===== config.mk =====
export PLATFORM = sky130hd
export DESIGN_NAME = bird_motion_ctrl_flat
export DESIGN_NICKNAME = d
export VERILOG_FILES = /design/src/rtl/bird_pkg.sv /design/src/rtl/bird_motion_ctrl_if.sv /design/src/rtl/tick_gen.sv /design/src/rtl/bird_motion_ctrl.sv /design/src/flat_wrapper.sv
export SDC_FILE = /design/constraint.sdc
export NUM_CORES = 1
export LEC_CHECK = 0
export BUFFER_PORTS_ARGS = -buffer_cell sky130_fd_sc_hd__buf_2
export CAP_MARGIN = 25
export CORE_AREA = 2 2 39 41
export CTS_CLUSTER_SIZE = 30
export DETAILED_ROUTE_END_ITERATION = 10
export DIE_AREA = 0 0 41 43
export REMOVE_ABC_BUFFERS = 1
export SETUP_SLACK_MARGIN = 0.5
export SLEW_MARGIN = 20
export SYNTH_ARGS = -nofsm -noshare
export SYNTH_HDL_FRONTEND = slang
export SYNTH_HIERARCHICAL = 1
export SYNTH_SLANG_ARGS = --single-unit

===== constraint.sdc =====
create_clock -name clk -period 1.9 [get_ports clk]
set_input_delay 0.19 -clock clk [delete_from_list [all_inputs] [get_ports clk]]
set_output_delay 0.19 -clock clk [all_outputs]
set_load 0.1 [all_outputs]

===== src/rtl/bird_pkg.sv =====
// Shared types and height limits for the bird motion controller.
package bird_pkg;

    localparam int unsigned HEIGHT_W = 4;
    localparam logic [HEIGHT_W-1:0] HEIGHT_MIN = 4'd0;
    localparam logic [HEIGHT_W-1:0] HEIGHT_MAX = 4'd15;

    typedef enum logic [1:0] {
        StIdle = 2'd0,
        StRise = 2'd1,
        StFall = 2'd2
    } state_t;

endpackage


===== src/rtl/bird_motion_ctrl_if.sv =====
// Player/height-counter side signals of the bird motion controller.
interface bird_motion_ctrl_if;
    import bird_pkg::*;

    logic                enable;
    logic                flap;
    logic [HEIGHT_W-1:0] height;
    logic                incr;
    logic                decr;

    modport master (
        output enable,
        output flap,
        output height,
        input  incr,
        input  decr
    );

    modport slave (
        input  enable,
        input  flap,
        input  height,
        output incr,
        output decr
    );

endinterface


===== src/rtl/tick_gen.sv =====
// Free-running motion tick divider; held at zero while disabled.
module tick_gen #(
    parameter int unsigned DIV = 4
) (
    input  logic clk,
    input  logic reset,
    input  logic en,
    output logic tick
);

    localparam int unsigned CW = (DIV > 1) ? $clog2(DIV) : 1;

    logic [CW-1:0] count;
    logic          at_top;

    assign at_top = (count == CW'(DIV - 1));
    assign tick   = en && at_top;

    always_ff @(posedge clk) begin
        if (reset || !en) begin
            count <= '0;
        end else if (at_top) begin
            count <= '0;
        end else begin
            count <= count + CW'(1);
        end
    end

endmodule


===== src/rtl/bird_motion_ctrl.sv =====
// Flap/gravity FSM turning button presses and motion ticks into height incr/decr pulses.
module bird_motion_ctrl
    import bird_pkg::*;
#(
    parameter int unsigned TICK_DIV   = 4,
    parameter int unsigned RISE_STEPS = 3,
    parameter int unsigned FALL_DIV   = 2
) (
    input logic             clk,
    input logic             reset,
    bird_motion_ctrl_if.slave bus
);

    localparam int unsigned RW = $clog2(RISE_STEPS + 1);
    localparam int unsigned FW = (FALL_DIV > 1) ? $clog2(FALL_DIV) : 1;

    state_t        state_q, state_d;
    logic [RW-1:0] rise_q, rise_d;
    logic [FW-1:0] fall_q, fall_d;
    logic          incr_q, incr_d;
    logic          decr_q, decr_d;
    logic          flap_q;
    logic          press;
    logic          tick;

    tick_gen #(
        .DIV (TICK_DIV)
    ) u_tick_gen (
        .clk   (clk),
        .reset (reset),
        .en    (bus.enable),
        .tick  (tick)
    );

    assign press    = bus.flap && !flap_q;
    assign bus.incr = incr_q;
    assign bus.decr = decr_q;

    always_comb begin
        state_d = state_q;
        rise_d  = rise_q;
        fall_d  = fall_q;
        incr_d  = 1'b0;
        decr_d  = 1'b0;
        if (!bus.enable) begin
            state_d = StIdle;
            rise_d  = '0;
            fall_d  = '0;
        end else begin
            case (state_q)
                StIdle: begin
                    state_d = StFall;
                    rise_d  = '0;
                    fall_d  = '0;
                end
                StFall: begin
                    // A press outranks a coinciding tick, which then produces no step.
                    if (press) begin
                        state_d = StRise;
                        rise_d  = RW'(RISE_STEPS);
                    end else if (tick) begin
                        if (fall_q == FW'(FALL_DIV - 1)) begin
                            fall_d = '0;
                            decr_d = (bus.height != HEIGHT_MIN);
                        end else begin
                            fall_d = fall_q + FW'(1);
                        end
                    end
                end
                StRise: begin
                    if (press) begin
                        rise_d = RW'(RISE_STEPS);
                    end else if (tick) begin
                        // Saturated steps still use up their rise count.
                        incr_d = (bus.height != HEIGHT_MAX);
                        rise_d = rise_q - RW'(1);
                        if (rise_q == RW'(1)) begin
                            state_d = StFall;
                            rise_d  = '0;
                            fall_d  = '0;
                        end
                    end
                end
                default: begin
                    state_d = StIdle;
                    rise_d  = '0;
                    fall_d  = '0;
                end
            endcase
        end
    end

    always_ff @(posedge clk) begin
        if (reset) begin
            state_q <= StIdle;
            rise_q  <= '0;
            fall_q  <= '0;
            incr_q  <= 1'b0;
            decr_q  <= 1'b0;
            flap_q  <= 1'b0;
        end else begin
            state_q <= state_d;
            rise_q  <= rise_d;
            fall_q  <= fall_d;
            incr_q  <= incr_d;
            decr_q  <= decr_d;
            flap_q  <= bus.flap;
        end
    end

endmodule


===== src/flat_wrapper.sv =====
// flat-port wrapper written by rule: the top's interface ports become plain ports
module bird_motion_ctrl_flat import bird_pkg::*;
#(
    parameter int unsigned TICK_DIV   = 4,
    parameter int unsigned RISE_STEPS = 3,
    parameter int unsigned FALL_DIV   = 2
)
  (clk, reset, bus_enable, bus_flap, bus_height, bus_incr, bus_decr);
  bird_motion_ctrl_if bus_i ();
  input logic clk;
  input logic reset;
  input wire logic [$bits(bus_i.enable)-1:0] bus_enable;
  input wire logic [$bits(bus_i.flap)-1:0] bus_flap;
  input wire logic [$bits(bus_i.height)-1:0] bus_height;
  output wire logic [$bits(bus_i.incr)-1:0] bus_incr;
  output wire logic [$bits(bus_i.decr)-1:0] bus_decr;
  assign bus_i.enable = bus_enable;
  assign bus_i.flap = bus_flap;
  assign bus_i.height = bus_height;
  assign bus_incr = bus_i.incr;
  assign bus_decr = bus_i.decr;
  bird_motion_ctrl #(.TICK_DIV(TICK_DIV), .RISE_STEPS(RISE_STEPS), .FALL_DIV(FALL_DIV)) u_core (.clk(clk), .reset(reset), .bus(bus_i));
endmodule

## Word-level counts from Yosys, hierarchy flattened

Cells that the tools add are included.

| storage, ports and cells | value |
|---|---|
| flip-flop bits (word level) | 10 |
| bits of input ports | 8 |
| output and inout port bits | 2 |
| word-level logic and storage cells | 58 |

| operators by class | value |
|---|---|
| add/subtract/negate cells | 3 |
| equality and inequality tests | 12 |
| muxes and demuxes | 17 |
| bitwise gates (word level) | 5 |
| reduce and logical (&&, ||, !) cells | 14 |

Operators with widths:

| kind | number |
|---|---|
| 2-bit two-way mux | 8 |
| 2-bit by 1-bit != test with 1-bit output (second input constant) | 4 |
| 1-bit two-way mux | 6 |
| 2-bit case mux with 3 select lines | 1 |
| 6-bit OR reduction | 1 |
| 1-bit NOT | 5 |
| 5-bit AND reduction | 1 |
| 5-bit OR reduction | 1 |
| 2-bit by 1-bit equality test with 1-bit output (second input constant) | 2 |
| 2-bit equality test (second input constant) | 2 |
| 2-bit != test (second input constant) | 2 |
| 4-bit != test (second input constant) | 1 |
| 2-bit case mux with 2 select lines | 1 |
| 4-bit AND reduction | 1 |
| 4-bit nonzero test | 1 |
| 2-bit OR reduction | 2 |
| 3-bit by 1-bit != test with 1-bit output (second input constant) | 1 |
| 2-bit by 1-bit adder with 2-bit output (second input constant) | 1 |
| 1-bit logical AND | 2 |
| 1-bit logical NOT | 2 |
| 2-bit logical NOT | 1 |
| 1-bit case mux with 2 select lines | 1 |
| 2-bit AND reduction | 1 |
| 2-bit by 1-bit subtractor with 2-bit output (second input constant) | 1 |
| 2 further kinds | 2 |

## Depth between registers and ports, before layout

| depth | value |
|---|---|
| depth in word-level cells | 5 |
| depth in mapped cells | 6 |
| depth with buffers taken out | 6 |

## Cells and area by module

Netlist, hierarchy kept.

Modules (own cells, without submodules):

| module | times used | cells an instance | area each (µm²) | seq. area each (µm²) |
|---|---|---|---|---|
| bird_motion_ctrl | 1 | 54 | 465.4 | 160.2 |
| tick_gen | 1 | 6 | 86.3 | 40.0 |

## Least setup slack after synthesis

OpenSTA, ideal clock, no wires.

| timing path | value |
|---|---|
| path kind | reg-to-reg |
| start point | register u_core.u_tick_gen.count[0] |
| end point | register u_core.rise_q[1] |
| library setup time | 0.114 ns |
| arrival | 1.207 ns |
| data required time | 1.786 ns |
| setup slack | 0.578 ns |
| cell stages (with the launch flop) | 7 |
| buffers on the path | 0 |
| period minus slack after synthesis | 1.322 ns |
| cells stage by stage | dfxtp_1 > ha_1 > and2_1 > nor2b_1 > o21ai_1 > mux2i_1 > nor2_1 |

| between the ends | value |
|---|---|
| longest elaborated chain between the ends | 4 |

RTL lines:

| item | RTL line | text |
|---|---|---|
| from (decl) | tick_gen.sv:13 | `logic [CW-1:0] count;` |
| from (signal assigned) | tick_gen.sv:25 | `count <= count + CW'(1);` |
| 2-bit equality test | tick_gen.sv:16 | `assign at_top = (count == CW'(DIV - 1));` |
| 1-bit logical AND | tick_gen.sv:17 | `assign tick = en && at_top;` |
| via u_core.tick | bird_motion_ctrl.sv:24 | `logic tick;` |
| 3-bit by 1-bit != test with 1-bit output (no line) | - |  |
| 2-bit AND reduction (no line) | - |  |
| to (signal assigned) | bird_motion_ctrl.sv:103 | `rise_q <= rise_d;` |
| to (decl) | bird_motion_ctrl.sv:18 | `logic [RW-1:0] rise_q, rise_d;` |

The timed path passes the listed nets, and every way through them passes these cells.
A chain may end at the register's enable or synchronous reset.

## Final worst setup path

| timing path | value |
|---|---|
| start point | register u_core.state_q[0] |
| end point | register u_core.state_q[1] |

| between the ends | value |
|---|---|
| longest elaborated chain between the ends | 3 |
| elaborated cells on any way between the ends | 9 |
| those cells by class | eq/ne: 6; mux: 1; reduce/logical: 2 |

RTL lines:

| item | RTL line | text |
|---|---|---|
| from (decl) | bird_motion_ctrl.sv:17 | `state_t state_q, state_d;` |
| from (signal assigned) | bird_motion_ctrl.sv:95 | `state_q <= StIdle;` |
| from (signal assigned) | bird_motion_ctrl.sv:102 | `state_q <= state_d;` |
| 2-bit by 1-bit equality test with 1-bit output or 2-bit equality test (tied branches) | bird_motion_ctrl.sv:50 | `case (state_q)` |
| 2-bit != test (no line) or 2-bit by 1-bit != test with 1-bit output (tied branches) | - |  |
| 4-bit AND reduction (no line) | - |  |

Several ways; a longest one is shown, not always the timed one.

==> key figures <==
Die
  – Placeable Area: 1380 sq um
  – Die span in y: 43 um
  – Die width: 41 um
  – Row cnt: 14
  – Die area: 1760 sq um
  – Initial Util: 0.399
  – IO Pins: 10

Detailed routing
  – Vias/cell: 5.11
  – DRT Wirelength: 1030 um
  – DR iter-0 viols: 3
  – DRT Pass-1 Iters: 4
  – DRC: 0
  – DR WL/cell: 11.5 um
  – Final ANT Viol Nets: 0
  – Vias: 455

Power
  – Sw power: 114 uW
  – Clock power share: 0.403
  – Seq pwr share: 0.462
  – Internal cell power: 361 uW
  – Tot Pwr: 475 uW
  – Peak supply drop: 404 uV
  – Pleak: 0.281 nW
  – Sw Ratio: 0.239
  – Pwr per Cell Area: 703 nW/um^2
  – Combinational Power Share: 0.135

Finish
  – Synth-to-Final Area Change: 22.4%
  – Final cell count without fillers: 89
  – Total Nets Final: 88
  – Final Cell Area: 676 sq um
  – Final core occ: 0.488
  – Layout cells sized above 1: 0.342
  – Diode count: 0

Synth
  – Yosys reg bits: 10
  – Cell Area, Synth: 552 sq um
  – Cell count after synthesis: 60
  – Largest area contributor in the netlist: dfxtp_1
  – Register area share after synthesis: 0.363
  – Largest cells by area after synthesis: dfxtp_1, ha_1, nand2_1
  – Post-synth top cells: dfxtp_1, nand2_1, ha_1
  – Synth warn: 6
  – Library cells used by synthesis: 28
  – Synth async-reset ratio: 0
  – Syn_area_per_cell: 9.20 sq um
  – Top_reg_cell synth: dfxtp_1
  – Synth top area share: 0.363
  – Count leader, synth: dfxtp_1
  – Number of synthesized flops with an enable pin: 0

STA
  – Fmax: 734 MHz
  – Layout Skew: 0.00487 ns
  – Final worst slack: 0.537 ns
  – Hold slack: 0.138 ns
  – Final Setup Violations: 0
  – Worst-margin pin slew: 0.537 ns
  – RSZ-0062 raised after global routing: true
  – Fin crit period: 1.36 ns
  – Final Max Slew Viols: 0
  – Slew headroom: 0.641
  – Setup TNS after final layout: 0 ns
  – Crit share post-route: 0.717
  – Fin. Hold Viols: 0

CTS
  – CTS root buffer: clkbuf_4
  – Worst-path clk slew: 0.07 ns
  – TritonCTS buffer count: 3
  – Clk Latency, worst-skew pair: 0.27 ns
  – H-tree levels: 1
  – Clock Path Buffers: 2
  – Hold Buf Count CTS: 0
  – CTS Sinks: 10
  – CTS tree: yes

GRT
  – Met1 usage: 0.182
  – Number of global-route vias before repair: 413
  – Largest net degree at the start of global routing: 9
  – GRT Util Overall: 0.144
  – Busiest grt layer: met2
  – Initial antenna violation count: 0
  – GR Util met3: 0.0785
  – First-pass GRT wire length: 1680 um
  – Met2 GRT Util: 0.197
  – Total grt overflow: 0

Critical path
  – Buf+Inv Stages, Crit Path: 1
  – Critical Path Sink Type: register
  – Crit Path Class: register to register
  – CP Data Required Time: 2.07 ns
  – Cell repeated most along the worst path: nand2_1
  – Slowest stage delay, CP: 0.36 ns
  – Worst Path Arrival: 1.54 ns
  – Critical-path top delay cell: dfxtp_1
  – CP Launch Type: register
  – Reg2reg end: u_core/state_q[1]
  – Crit-path cells: inv_1 > ha_1 > nand2_1 > nand2_1 > a221oi_2
  – Reg2Reg Depth: 5
  – Delay-heaviest family, CP: flip-flops
  – Reg2Reg Setup Slack: 0.54 ns
  – Max FO, Critical Path: 6
  – FF-to-FF Start: u_core/state_q[0]

Min path
  – Hold Crit Endpoint: u_core/bus.incr
  – Hold Path Class: input pin to register
  – Hold Path Cell Cnt: 2
  – Hold wc startpoint: bus_height[3]

Place
  – Dpl cells: 84
  – Port bufs: 9
  – DP Worst Slack: 0.409 ns
  – Placed cell area: 612 sq um
  – DP HPWL: 776 um
  – Placer Congestion: 0.785

Outcome
  – Outcome: finished, final reports clean

Job
  – MaxCap Viol Count: 0
-- kinds of logic after synthesis --
family	Yosys count	share of synthesized area
DFF	10	0.363
muxes	2	0.0363
adders and majority gates	6	0.136
buffers and inverters	5	0.0363
and+or+nand+nor	27	0.302
AOI/OAI and AO/OA	10	0.127
-- worst register-to-register path, stage by stage (launching register included) --
cell      delay, ns
dfxtp_1        0.36
inv_1          0.09
ha_1           0.28
nand2_1        0.15
nand2_1        0.12
a221oi_2       0.27
-- how the worst max path moves through the flow --
stage                                     from                end  slack (ns)  cells after the start
floorplan           u_core/u_tick_gen/count[0]   u_core/rise_q[1]        0.58                      6
global placement             u_core/state_q[1]   u_core/rise_q[1]        0.43                      6
detailed placement  u_core/u_tick_gen/count[0]  u_core/state_q[1]        0.41                      5
CTS                 u_core/u_tick_gen/count[0]  u_core/state_q[1]        0.49                      5
global route                 u_core/state_q[0]  u_core/state_q[1]        0.46                      5
finish                       u_core/state_q[0]  u_core/state_q[1]        0.54                      5
-- cells in the final DEF, fill, tap and decap left out, types with 2 or more instances in the layout --
cell type / n
a21oi_1: 2
buf_2: 9
clkbuf_4: 3
dfxtp_1: 8
dfxtp_2: 2
ha_1: 4
ha_2: 2
inv_1: 4
mux2i_1: 2
nand2_1: 7
nand2b_1: 2
nand3_1: 2
nor2_1: 3
nor2b_1: 3
o21ai_0: 2
-- timing repair --
| action | 4_1_cts | 5_1_grt |
|---|---|---|
| gates resized for setup | 2 | 5 |
| pin swaps | 0 | 1 |
| buffers inserted | 0 | 1 |
| endpoints found under the setup margin | 4 | 5 |
-- power by group through the flow --
stage / logic, mW / clock network (mW) / registers, mW
2_1_floorplan: 0.0377 / 0 / 0.223
3_3_place_gp: 0.0570 / 0 / 0.224
3_5_place_dp: 0.0578 / 0 / 0.224
4_1_cts: 0.0593 / 0.199 / 0.219
5_1_grt: 0.0719 / 0.211 / 0.220
6_report: 0.0640 / 0.191 / 0.220
-- sequential cells by signal, summed over array words and instances (netlist names) --
name and flops:
u_core/bus.incr 1, u_core/state_q 2, u_core/fall_q 1, u_core/rise_q 2, u_core/u_tick_gen/count 2, u_core/bus.decr 1
u_core/flap_q 1
-- final cells by class --
type / instances / area [sq um]
flip-flops and latches: 10 / 203
fillers: 134 / 708
repair buffers: 10 / 52.6
well taps: 16 / 20.0
clock buffers: 4 / 36.3
inverters: 4 / 15.0
multi-input cells: 45 / 349
-- metal layers --
metal | share of wire | wire length (um) | vias up
met1 | 0.47 | 482 | 204
li1 | - | - | 237
met3 | 0.066 | 68 | 0
met2 | 0.46 | 476 | 14
met4 | 0 | 0 | 0
met5 | 0 | 0 | -
Power figures use the tool's default switching activity.
